<file path="config.mk">
export PLATFORM = sky130hd
export DESIGN_NAME = hicore_rob_flat
export DESIGN_NICKNAME = d
export VERILOG_FILES = /design/src/rtl/hicore_rob_if.sv /design/src/rtl/hicore_rob.sv /design/src/flat_wrapper.sv
export SDC_FILE = /design/constraint.sdc
export NUM_CORES = 1
export LEC_CHECK = 0
export ABC_AREA = 1
export CAP_MARGIN = 20
export CORE_MARGIN = 1
export CORE_UTILIZATION = 51
export CTS_CLUSTER_SIZE = 25
export DETAILED_ROUTE_END_ITERATION = 8
export PLACE_DENSITY_LB_ADDON = 0.25
export SLEW_MARGIN = 15
export SYNTH_ARGS = -nofsm -noshare
export SYNTH_HDL_FRONTEND = slang
export SYNTH_SLANG_ARGS = --single-unit
</file>
<file path="constraint.sdc">
create_clock -name clk -period 1.9 [get_ports clk]
set_clock_uncertainty 0.1 [all_clocks]
set_input_delay 0.57 -clock clk [delete_from_list [all_inputs] [get_ports clk]]
set_output_delay 0.57 -clock clk [all_outputs]
set_load 0.005 [all_outputs]
</file>
<file path="src/rtl/hicore_rob_if.sv">
// rtl/hicore_rob_if.sv - dispatch, writeback, commit and flush signals of the reorder buffer
interface hicore_rob_if #(
  parameter int DEPTH    = 4,
  parameter int RFIDX_W  = 5,
  parameter int CSRIDX_W = 12,
  parameter int REG_W    = 32,
  parameter int PC_W     = 32,
  parameter int IRQ_W    = 1,
  parameter int EXCP_W   = 4
);
  localparam int TAG_W = $clog2(DEPTH);
  localparam int WB_W  = PC_W + IRQ_W + EXCP_W;

  logic                disp_valid;
  logic                disp_ready;
  logic [TAG_W-1:0]    disp_tag;
  logic                disp_rd_need;
  logic [RFIDX_W-1:0]  disp_rd_idx;
  logic                disp_csr_need;
  logic [CSRIDX_W-1:0] disp_csr_idx;
  logic                disp_fence_i_op;
  logic                disp_mret_op;
  logic [PC_W-1:0]     disp_pc;
  logic [IRQ_W-1:0]    disp_irq;

  logic                wb_valid;
  logic [TAG_W-1:0]    wb_tag;
  logic [REG_W-1:0]    wb_rd_data;
  logic [REG_W-1:0]    wb_csr_data;
  logic [PC_W-1:0]     wb_next_pc;
  logic [EXCP_W-1:0]   wb_excp;

  logic                rob_valid;
  logic                rob_ready;
  logic                rob_rd_need;
  logic [RFIDX_W-1:0]  rob_rd_idx;
  logic [REG_W-1:0]    rob_rd_data;
  logic                rob_csr_need;
  logic [CSRIDX_W-1:0] rob_csr_idx;
  logic [REG_W-1:0]    rob_csr_data;
  logic                rob_fence_i_op;
  logic                rob_mret_op;
  logic [PC_W-1:0]     rob_next_pc;
  logic [WB_W-1:0]     rob_info;

  logic                flush;

  modport master (
    output disp_valid, disp_rd_need, disp_rd_idx, disp_csr_need, disp_csr_idx,
           disp_fence_i_op, disp_mret_op, disp_pc, disp_irq,
           wb_valid, wb_tag, wb_rd_data, wb_csr_data, wb_next_pc, wb_excp,
           rob_valid, flush,
    input  disp_ready, disp_tag,
           rob_ready, rob_rd_need, rob_rd_idx, rob_rd_data, rob_csr_need, rob_csr_idx,
           rob_csr_data, rob_fence_i_op, rob_mret_op, rob_next_pc, rob_info
  );

  modport slave (
    input  disp_valid, disp_rd_need, disp_rd_idx, disp_csr_need, disp_csr_idx,
           disp_fence_i_op, disp_mret_op, disp_pc, disp_irq,
           wb_valid, wb_tag, wb_rd_data, wb_csr_data, wb_next_pc, wb_excp,
           rob_valid, flush,
    output disp_ready, disp_tag,
           rob_ready, rob_rd_need, rob_rd_idx, rob_rd_data, rob_csr_need, rob_csr_idx,
           rob_csr_data, rob_fence_i_op, rob_mret_op, rob_next_pc, rob_info
  );
endinterface

</file>
<file path="src/rtl/hicore_rob.sv">
// rtl/hicore_rob.sv - in-order commit reorder buffer with out-of-order writeback
module hicore_rob #(
  parameter int DEPTH    = 4,
  parameter int RFIDX_W  = 5,
  parameter int CSRIDX_W = 12,
  parameter int REG_W    = 32,
  parameter int PC_W     = 32,
  parameter int IRQ_W    = 1,
  parameter int EXCP_W   = 4
) (
  input logic       clk,
  input logic       rst_n,
  hicore_rob_if.slave bus
);
  localparam int TAG_W = $clog2(DEPTH);
  localparam logic [TAG_W:0] FULL_CNT = (TAG_W+1)'(DEPTH);

  logic [TAG_W-1:0] head, tail;
  logic [TAG_W:0]   count;
  logic [DEPTH-1:0] ent_valid, ent_done;
  logic [DEPTH-1:0] valid_nxt, done_nxt;

  logic                rd_need_q   [DEPTH];
  logic [RFIDX_W-1:0]  rd_idx_q    [DEPTH];
  logic                csr_need_q  [DEPTH];
  logic [CSRIDX_W-1:0] csr_idx_q   [DEPTH];
  logic                fence_i_q   [DEPTH];
  logic                mret_q      [DEPTH];
  logic [PC_W-1:0]     pc_q        [DEPTH];
  logic [IRQ_W-1:0]    irq_q       [DEPTH];
  logic [REG_W-1:0]    rd_data_q   [DEPTH];
  logic [REG_W-1:0]    csr_data_q  [DEPTH];
  logic [PC_W-1:0]     next_pc_q   [DEPTH];
  logic [EXCP_W-1:0]   excp_q      [DEPTH];

  logic disp_fire, commit_fire, wb_fire;

  assign bus.disp_ready = (count < FULL_CNT);
  assign bus.disp_tag   = tail;
  assign bus.rob_ready  = ent_valid[head] & ent_done[head];

  assign disp_fire   = bus.disp_valid & bus.disp_ready;
  assign commit_fire = bus.rob_valid & bus.rob_ready;
  // A writeback aimed at the slot being allocated this cycle belongs to a stale instruction.
  assign wb_fire     = bus.wb_valid & ent_valid[bus.wb_tag] &
                       ~(disp_fire & (bus.wb_tag == tail));

  always_comb begin
    valid_nxt = ent_valid;
    done_nxt  = ent_done;
    if (wb_fire) done_nxt[bus.wb_tag] = 1'b1;
    if (commit_fire) begin
      valid_nxt[head] = 1'b0;
      done_nxt[head]  = 1'b0;
    end
    if (disp_fire) begin
      valid_nxt[tail] = 1'b1;
      done_nxt[tail]  = 1'b0;
    end
  end

  always_ff @(posedge clk or negedge rst_n) begin
    if (!rst_n) begin
      head      <= '0;
      tail      <= '0;
      count     <= '0;
      ent_valid <= '0;
      ent_done  <= '0;
    end else if (bus.flush) begin
      head      <= '0;
      tail      <= '0;
      count     <= '0;
      ent_valid <= '0;
      ent_done  <= '0;
    end else begin
      ent_valid <= valid_nxt;
      ent_done  <= done_nxt;
      if (commit_fire) head <= head + 1'b1;
      if (disp_fire)   tail <= tail + 1'b1;
      case ({disp_fire, commit_fire})
        2'b10:   count <= count + 1'b1;
        2'b01:   count <= count - 1'b1;
        default: count <= count;
      endcase
    end
  end

  // Dispatch and writeback touch disjoint fields, so both may land in one cycle.
  always_ff @(posedge clk or negedge rst_n) begin
    if (!rst_n) begin
      for (int i = 0; i < DEPTH; i++) begin
        rd_need_q[i]  <= '0;
        rd_idx_q[i]   <= '0;
        csr_need_q[i] <= '0;
        csr_idx_q[i]  <= '0;
        fence_i_q[i]  <= '0;
        mret_q[i]     <= '0;
        pc_q[i]       <= '0;
        irq_q[i]      <= '0;
        rd_data_q[i]  <= '0;
        csr_data_q[i] <= '0;
        next_pc_q[i]  <= '0;
        excp_q[i]     <= '0;
      end
    end else if (!bus.flush) begin
      if (disp_fire) begin
        rd_need_q[tail]  <= bus.disp_rd_need;
        rd_idx_q[tail]   <= bus.disp_rd_idx;
        csr_need_q[tail] <= bus.disp_csr_need;
        csr_idx_q[tail]  <= bus.disp_csr_idx;
        fence_i_q[tail]  <= bus.disp_fence_i_op;
        mret_q[tail]     <= bus.disp_mret_op;
        pc_q[tail]       <= bus.disp_pc;
        irq_q[tail]      <= bus.disp_irq;
      end
      if (wb_fire) begin
        rd_data_q[bus.wb_tag]  <= bus.wb_rd_data;
        csr_data_q[bus.wb_tag] <= bus.wb_csr_data;
        next_pc_q[bus.wb_tag]  <= bus.wb_next_pc;
        excp_q[bus.wb_tag]     <= bus.wb_excp;
      end
    end
  end

  assign bus.rob_rd_need    = rd_need_q[head];
  assign bus.rob_rd_idx     = rd_idx_q[head];
  assign bus.rob_rd_data    = rd_data_q[head];
  assign bus.rob_csr_need   = csr_need_q[head];
  assign bus.rob_csr_idx    = csr_idx_q[head];
  assign bus.rob_csr_data   = csr_data_q[head];
  assign bus.rob_fence_i_op = fence_i_q[head];
  assign bus.rob_mret_op    = mret_q[head];
  assign bus.rob_next_pc    = next_pc_q[head];
  assign bus.rob_info       = {pc_q[head], irq_q[head], excp_q[head]};
endmodule

</file>
<file path="src/flat_wrapper.sv">
// flat-port wrapper written by rule: the top's interface ports become plain ports
module hicore_rob_flat 
#(
  parameter int DEPTH    = 4,
  parameter int RFIDX_W  = 5,
  parameter int CSRIDX_W = 12,
  parameter int REG_W    = 32,
  parameter int PC_W     = 32,
  parameter int IRQ_W    = 1,
  parameter int EXCP_W   = 4
)
  (clk, rst_n, bus_disp_valid, bus_disp_rd_need, bus_disp_rd_idx, bus_disp_csr_need, bus_disp_csr_idx, bus_disp_fence_i_op, bus_disp_mret_op, bus_disp_pc, bus_disp_irq, bus_wb_valid, bus_wb_tag, bus_wb_rd_data, bus_wb_csr_data, bus_wb_next_pc, bus_wb_excp, bus_rob_valid, bus_flush, bus_disp_ready, bus_disp_tag, bus_rob_ready, bus_rob_rd_need, bus_rob_rd_idx, bus_rob_rd_data, bus_rob_csr_need, bus_rob_csr_idx, bus_rob_csr_data, bus_rob_fence_i_op, bus_rob_mret_op, bus_rob_next_pc, bus_rob_info);
  hicore_rob_if #(.DEPTH(DEPTH), .RFIDX_W(RFIDX_W), .CSRIDX_W(CSRIDX_W), .REG_W(REG_W), .PC_W(PC_W), .IRQ_W(IRQ_W), .EXCP_W(EXCP_W)) bus_i ();
  input logic clk;
  input logic rst_n;
  input wire logic [$bits(bus_i.disp_valid)-1:0] bus_disp_valid;
  input wire logic [$bits(bus_i.disp_rd_need)-1:0] bus_disp_rd_need;
  input wire logic [$bits(bus_i.disp_rd_idx)-1:0] bus_disp_rd_idx;
  input wire logic [$bits(bus_i.disp_csr_need)-1:0] bus_disp_csr_need;
  input wire logic [$bits(bus_i.disp_csr_idx)-1:0] bus_disp_csr_idx;
  input wire logic [$bits(bus_i.disp_fence_i_op)-1:0] bus_disp_fence_i_op;
  input wire logic [$bits(bus_i.disp_mret_op)-1:0] bus_disp_mret_op;
  input wire logic [$bits(bus_i.disp_pc)-1:0] bus_disp_pc;
  input wire logic [$bits(bus_i.disp_irq)-1:0] bus_disp_irq;
  input wire logic [$bits(bus_i.wb_valid)-1:0] bus_wb_valid;
  input wire logic [$bits(bus_i.wb_tag)-1:0] bus_wb_tag;
  input wire logic [$bits(bus_i.wb_rd_data)-1:0] bus_wb_rd_data;
  input wire logic [$bits(bus_i.wb_csr_data)-1:0] bus_wb_csr_data;
  input wire logic [$bits(bus_i.wb_next_pc)-1:0] bus_wb_next_pc;
  input wire logic [$bits(bus_i.wb_excp)-1:0] bus_wb_excp;
  input wire logic [$bits(bus_i.rob_valid)-1:0] bus_rob_valid;
  input wire logic [$bits(bus_i.flush)-1:0] bus_flush;
  output wire logic [$bits(bus_i.disp_ready)-1:0] bus_disp_ready;
  output wire logic [$bits(bus_i.disp_tag)-1:0] bus_disp_tag;
  output wire logic [$bits(bus_i.rob_ready)-1:0] bus_rob_ready;
  output wire logic [$bits(bus_i.rob_rd_need)-1:0] bus_rob_rd_need;
  output wire logic [$bits(bus_i.rob_rd_idx)-1:0] bus_rob_rd_idx;
  output wire logic [$bits(bus_i.rob_rd_data)-1:0] bus_rob_rd_data;
  output wire logic [$bits(bus_i.rob_csr_need)-1:0] bus_rob_csr_need;
  output wire logic [$bits(bus_i.rob_csr_idx)-1:0] bus_rob_csr_idx;
  output wire logic [$bits(bus_i.rob_csr_data)-1:0] bus_rob_csr_data;
  output wire logic [$bits(bus_i.rob_fence_i_op)-1:0] bus_rob_fence_i_op;
  output wire logic [$bits(bus_i.rob_mret_op)-1:0] bus_rob_mret_op;
  output wire logic [$bits(bus_i.rob_next_pc)-1:0] bus_rob_next_pc;
  output wire logic [$bits(bus_i.rob_info)-1:0] bus_rob_info;
  assign bus_i.disp_valid = bus_disp_valid;
  assign bus_i.disp_rd_need = bus_disp_rd_need;
  assign bus_i.disp_rd_idx = bus_disp_rd_idx;
  assign bus_i.disp_csr_need = bus_disp_csr_need;
  assign bus_i.disp_csr_idx = bus_disp_csr_idx;
  assign bus_i.disp_fence_i_op = bus_disp_fence_i_op;
  assign bus_i.disp_mret_op = bus_disp_mret_op;
  assign bus_i.disp_pc = bus_disp_pc;
  assign bus_i.disp_irq = bus_disp_irq;
  assign bus_i.wb_valid = bus_wb_valid;
  assign bus_i.wb_tag = bus_wb_tag;
  assign bus_i.wb_rd_data = bus_wb_rd_data;
  assign bus_i.wb_csr_data = bus_wb_csr_data;
  assign bus_i.wb_next_pc = bus_wb_next_pc;
  assign bus_i.wb_excp = bus_wb_excp;
  assign bus_i.rob_valid = bus_rob_valid;
  assign bus_i.flush = bus_flush;
  assign bus_disp_ready = bus_i.disp_ready;
  assign bus_disp_tag = bus_i.disp_tag;
  assign bus_rob_ready = bus_i.rob_ready;
  assign bus_rob_rd_need = bus_i.rob_rd_need;
  assign bus_rob_rd_idx = bus_i.rob_rd_idx;
  assign bus_rob_rd_data = bus_i.rob_rd_data;
  assign bus_rob_csr_need = bus_i.rob_csr_need;
  assign bus_rob_csr_idx = bus_i.rob_csr_idx;
  assign bus_rob_csr_data = bus_i.rob_csr_data;
  assign bus_rob_fence_i_op = bus_i.rob_fence_i_op;
  assign bus_rob_mret_op = bus_i.rob_mret_op;
  assign bus_rob_next_pc = bus_i.rob_next_pc;
  assign bus_rob_info = bus_i.rob_info;
  hicore_rob #(.DEPTH(DEPTH), .RFIDX_W(RFIDX_W), .CSRIDX_W(CSRIDX_W), .REG_W(REG_W), .PC_W(PC_W), .IRQ_W(IRQ_W), .EXCP_W(EXCP_W)) u_core (.clk(clk), .rst_n(rst_n), .bus(bus_i));
endmodule
</file>
==> results.py <==
metrics = {
    "yosys": {
        "synth_nets": 3306,
        "synth.avg_cell_area_um2": 8.95,
        "yosysSeqAreaShare_pct": 56.3,
        "synth_xor_area_share_pct": 0.0624,
        "yosysTopAreaCellShare_pct": 56.3,
        "synth_top_area_cell": "dfrtp_1",
        "asyncSetResetFlopFracSynth_pct": 100,
        "synth_top_family_by_area": "compound AO/OA/AOI/OAI gates",
        "synth_compound_area_share_pct": 21.8,
        "synth_ff_type": "dfrtp_1",
        "syn-instance-count": 3135,
        "synthesis.area_um2": 28100,
        "synth_edf_count": 0,
        "synthMuxAreaShare_pct": 0,
        "ys_ff_latch": 631,
        "ys_types": 26,
        "synth_adder_area_share_pct": 0.428,
        "synth_simple_gate_area_share_pct": 13.7,
        "yosys_warnings": 0,
        "netlist_top_cells_area": "dfrtp_1 56%, o21ai_0 9.4%, nand2_1 8.8%",
    },
    "timing": {
        "whs_ps": 345,
        "max_slew.worst_pin.slew_ps": 544,
        "hold_violations": 0,
        "rsz0062_at_grt": "yes",
        "worst_slack_ps": -1230,
        "finalMaxSlewViolations": 0,
        "finalSetupTns_ps": -232910,
        "max_freq_mhz": 319,
        "relSlewSlack_pct": 63.7,
        "min_period_ps": 3130,
        "fin_crit_sh_pct": 165,
        "final-setup-viol-count": 571,
    },
    "drt": {
        "post_drt_via_cell_ratio": 5.69,
        "drt_iter0_drc": 2325,
        "wl_per_cell_um": 18.9,
        "ant_nets": 0,
        "via_count": 24100,
        "wirelength_um": 79900,
        "dr.pass1.iters": 6,
        "drc_errors": 0,
    },
    "cts": {
        "root_buffer": "clkbuf_16",
        "cts.clk_slew.worst_paths_ps": 60,
        "clk_latency_ps": 600,
        "cts_max_level": 3,
        "cts_sinks": 631,
        "clockBufferDepth": 3,
        "cts_tree": "done",
        "cts_buffers": 68,
    },
    "die": {
        "die_area_um2": 56000,
        "num_io_pins": 320,
        "start_util_pct": 51.9,
        "die_h_um": 237,
        "die_w_um": 237,
        "core_um2": 54100,
        "rows": 85,
    },
    "hold_path": {
        "hold_class": "primary input to asynchronous set/reset pin",
    },
    "pwr": {
        "vdd_drop_max_mv": 0.923,
        "power_density_nw_per_um2": 1010,
        "leakage_nw": 17.6,
    },
    "worst_setup_path": {
        "worst_setup_path_end_kind": "output port",
        "arrival_ps": 2460,
        "ff2ff_setup_slack_ps": -450,
        "critPathMaxStageDelay_ps": 560,
        "path_cells": "buf_6 -> bufbuf_16 -> nor2_1 -> o22ai_1 -> clkdlybuf4s50_1",
        "critical_path_required_ps": 1230,
        "crit_fanout": 17,
        "critical_path_class": "register to output port",
        "worstSetupStartpointType": "register",
        "cp_num_buf_inv": 3,
        "crit_slowest_cell": "clkdlybuf4s50_1",
        "crit_family": "buffers and inverters",
    },
    "layout": {
        "drive_gt1_share_pct": 17.3,
        "nets": 3672,
        "syn_to_final_growth_pct": 27.2,
        "final_core_util_pct": 66.0,
    },
    "global_route": {
        "grt_max_degree": 108,
        "grt-ovfl-total": 0,
        "antenna_found_initial": 2,
        "grt_first_pass_wirelength_um": 128000,
        "grt_pass1_vias": 24200,
        "grtUsageTotal_pct": 28.4,
    },
    "job": {
        "cap_violations": 0,
    },
    "place": {
        "io_buffers": 319,
        "pre_cts_slack_ps": -863,
        "hpwl_um": 47400,
        "gp_congestion": 0.873,
    },
    "run_status": {
        "violations": "setup timing",
        "outcome": "finished, violations left",
    },
}
stage by stage:
step	total power, mW	cell area [um^2]	instances
6_report	36.0	35700	4237
5_1_grt	37.8	35700	4236
4_1_cts	36.3	35200	4208
3_5_place_dp	23.6	32500	4069
3_3_place_gp	23.2	32500	4069
2_1_floorplan	20.4	28100	3135
flip-flops by register name, summed over array words and instances, names as in the netlist, 3 cells and up:
signal / flops
u_core.csr_need_q: 4
u_core.rd_need_q: 4
u_core.ent_valid: 4
u_core.rd_idx_q: 20
u_core.count: 3
u_core.pc_q: 128
u_core.rd_data_q: 128
u_core.next_pc_q: 128
u_core.mret_q: 4
u_core.csr_idx_q: 48
u_core.ent_done: 4
u_core.csr_data_q: 128
u_core.irq_q: 4
u_core.excp_q: 16
u_core.fence_i_q: 4
path summary, 6_finish.rpt:
path	cells after the start	endpoint	from
hold reg to reg	2	u_core.csr_data_q[56]	u_core.csr_data_q[56]
hold / removal	2	u_core.next_pc_q[69]	rst_n
min in group clk	2	u_core.csr_data_q[56]	u_core.csr_data_q[56]
setup / recovery	5	bus_rob_csr_data[29]	u_core.head[0]
max in group asynchronous	3	u_core.rd_data_q[103]	rst_n
setup reg to reg	13	u_core.count[2]	u_core.head[0]
power by group:
group          internal (mW)  switching, mW
clock                   7.55           5.27
sequential              16.0           1.44
combinational           2.70           2.97
total                   26.3           9.69
cells in the mapped netlist, types with 2 or more instances:
cell,number
clkbuf_1,136
nand2_1,655
dfrtp_1,631
o22ai_1,154
ha_1,8
nand3_1,21
xnor2_1,2
o21ai_2,129
buf_6,88
inv_1,164
inv_2,2
nor2_1,318
a21oi_1,5
o21ai_0,527
buf_2,5
o21ai_1,271
nand3_2,5
buf_1,6
timing repair:
action                                  CTS  global route
resized for setup                       272           284
hold endpoints to repair                 14             0
buffers inserted                         19            25
pin swaps                                32            26
gates cloned                             13             7
hold buffers                              1             0
endpoints found under the setup margin  571           571
cells in the final DEF, fill, tap and decap left out, types with 3 or more instances in the layout:
master           synthesis  routed
clkinv_2                 0       6
nand3_4                  0       7
dlygate4sd2_1            0      35
clkbuf_1               136      17
inv_1                  164     162
o22ai_2                  0      32
clkdlybuf4s50_1          0     175
buf_8                    0       6
ha_1                     8       8
clkdlybuf4s15_2          0      10
nor2_2                   1      16
buf_2                    5      64
a21oi_1                  5       5
buf_12                   0      56
buf_16                   0      16
clkbuf_8                 0       7
buf_6                   88      22
o21ai_2                129     143
inv_2                    2       3
clkbuf_2                 0       8
bufbuf_16                0       3
bufinv_16                0       4
nand2_1                655     650
o21ai_0                527     469
nand2_2                  1       6
nor2_1                 318     302
inv_6                    0       4
dlymetal6s2s_1           0      18
buf_4                    0     108
dfrtp_1                631     629
nand3_1                 21      17
o22ai_1                154     122
clkbuf_16                0      77
o21ai_1                271     313
cells by family after synthesis:
kind of cell	after synthesis
compound gates	1088
simple gates	1003
flops	631
buf+inv	402
fa+ha+maj	9
xor+xnor	2
metal layers:
metal  track usage (%)  part of all wire [%]  up-vias
li1                  -                     -    11200
met1              36.8                    41    11800
met2              47.1                    49      906
met3              5.19                   6.1      189
met4              11.7                   3.7        2
met5                 0                 0.016        -
worst reg2reg max path, delay by kind of cell, from the launching register on:
kind	cells	cell delay, ps
buf+inv	5	670
flops	1	560
simple gates	7	510
fa+ha+maj	1	380
area by class of cell:
| class | count | area (um^2) |
|---|---|---|
| fillers | 4239 | 18400 |
| flip-flops and latches | 631 | 15800 |
| multi-input cells | 2102 | 10500 |
| repair buffers | 530 | 5760 |
| clock buffers | 94 | 1910 |
| well taps | 696 | 871 |
| inverters | 167 | 652 |
| clock inverters | 15 | 201 |
| repair inverters | 1 | 11.3 |
| diodes | 1 | 2.50 |
Power figures use the tool's default switching activity.
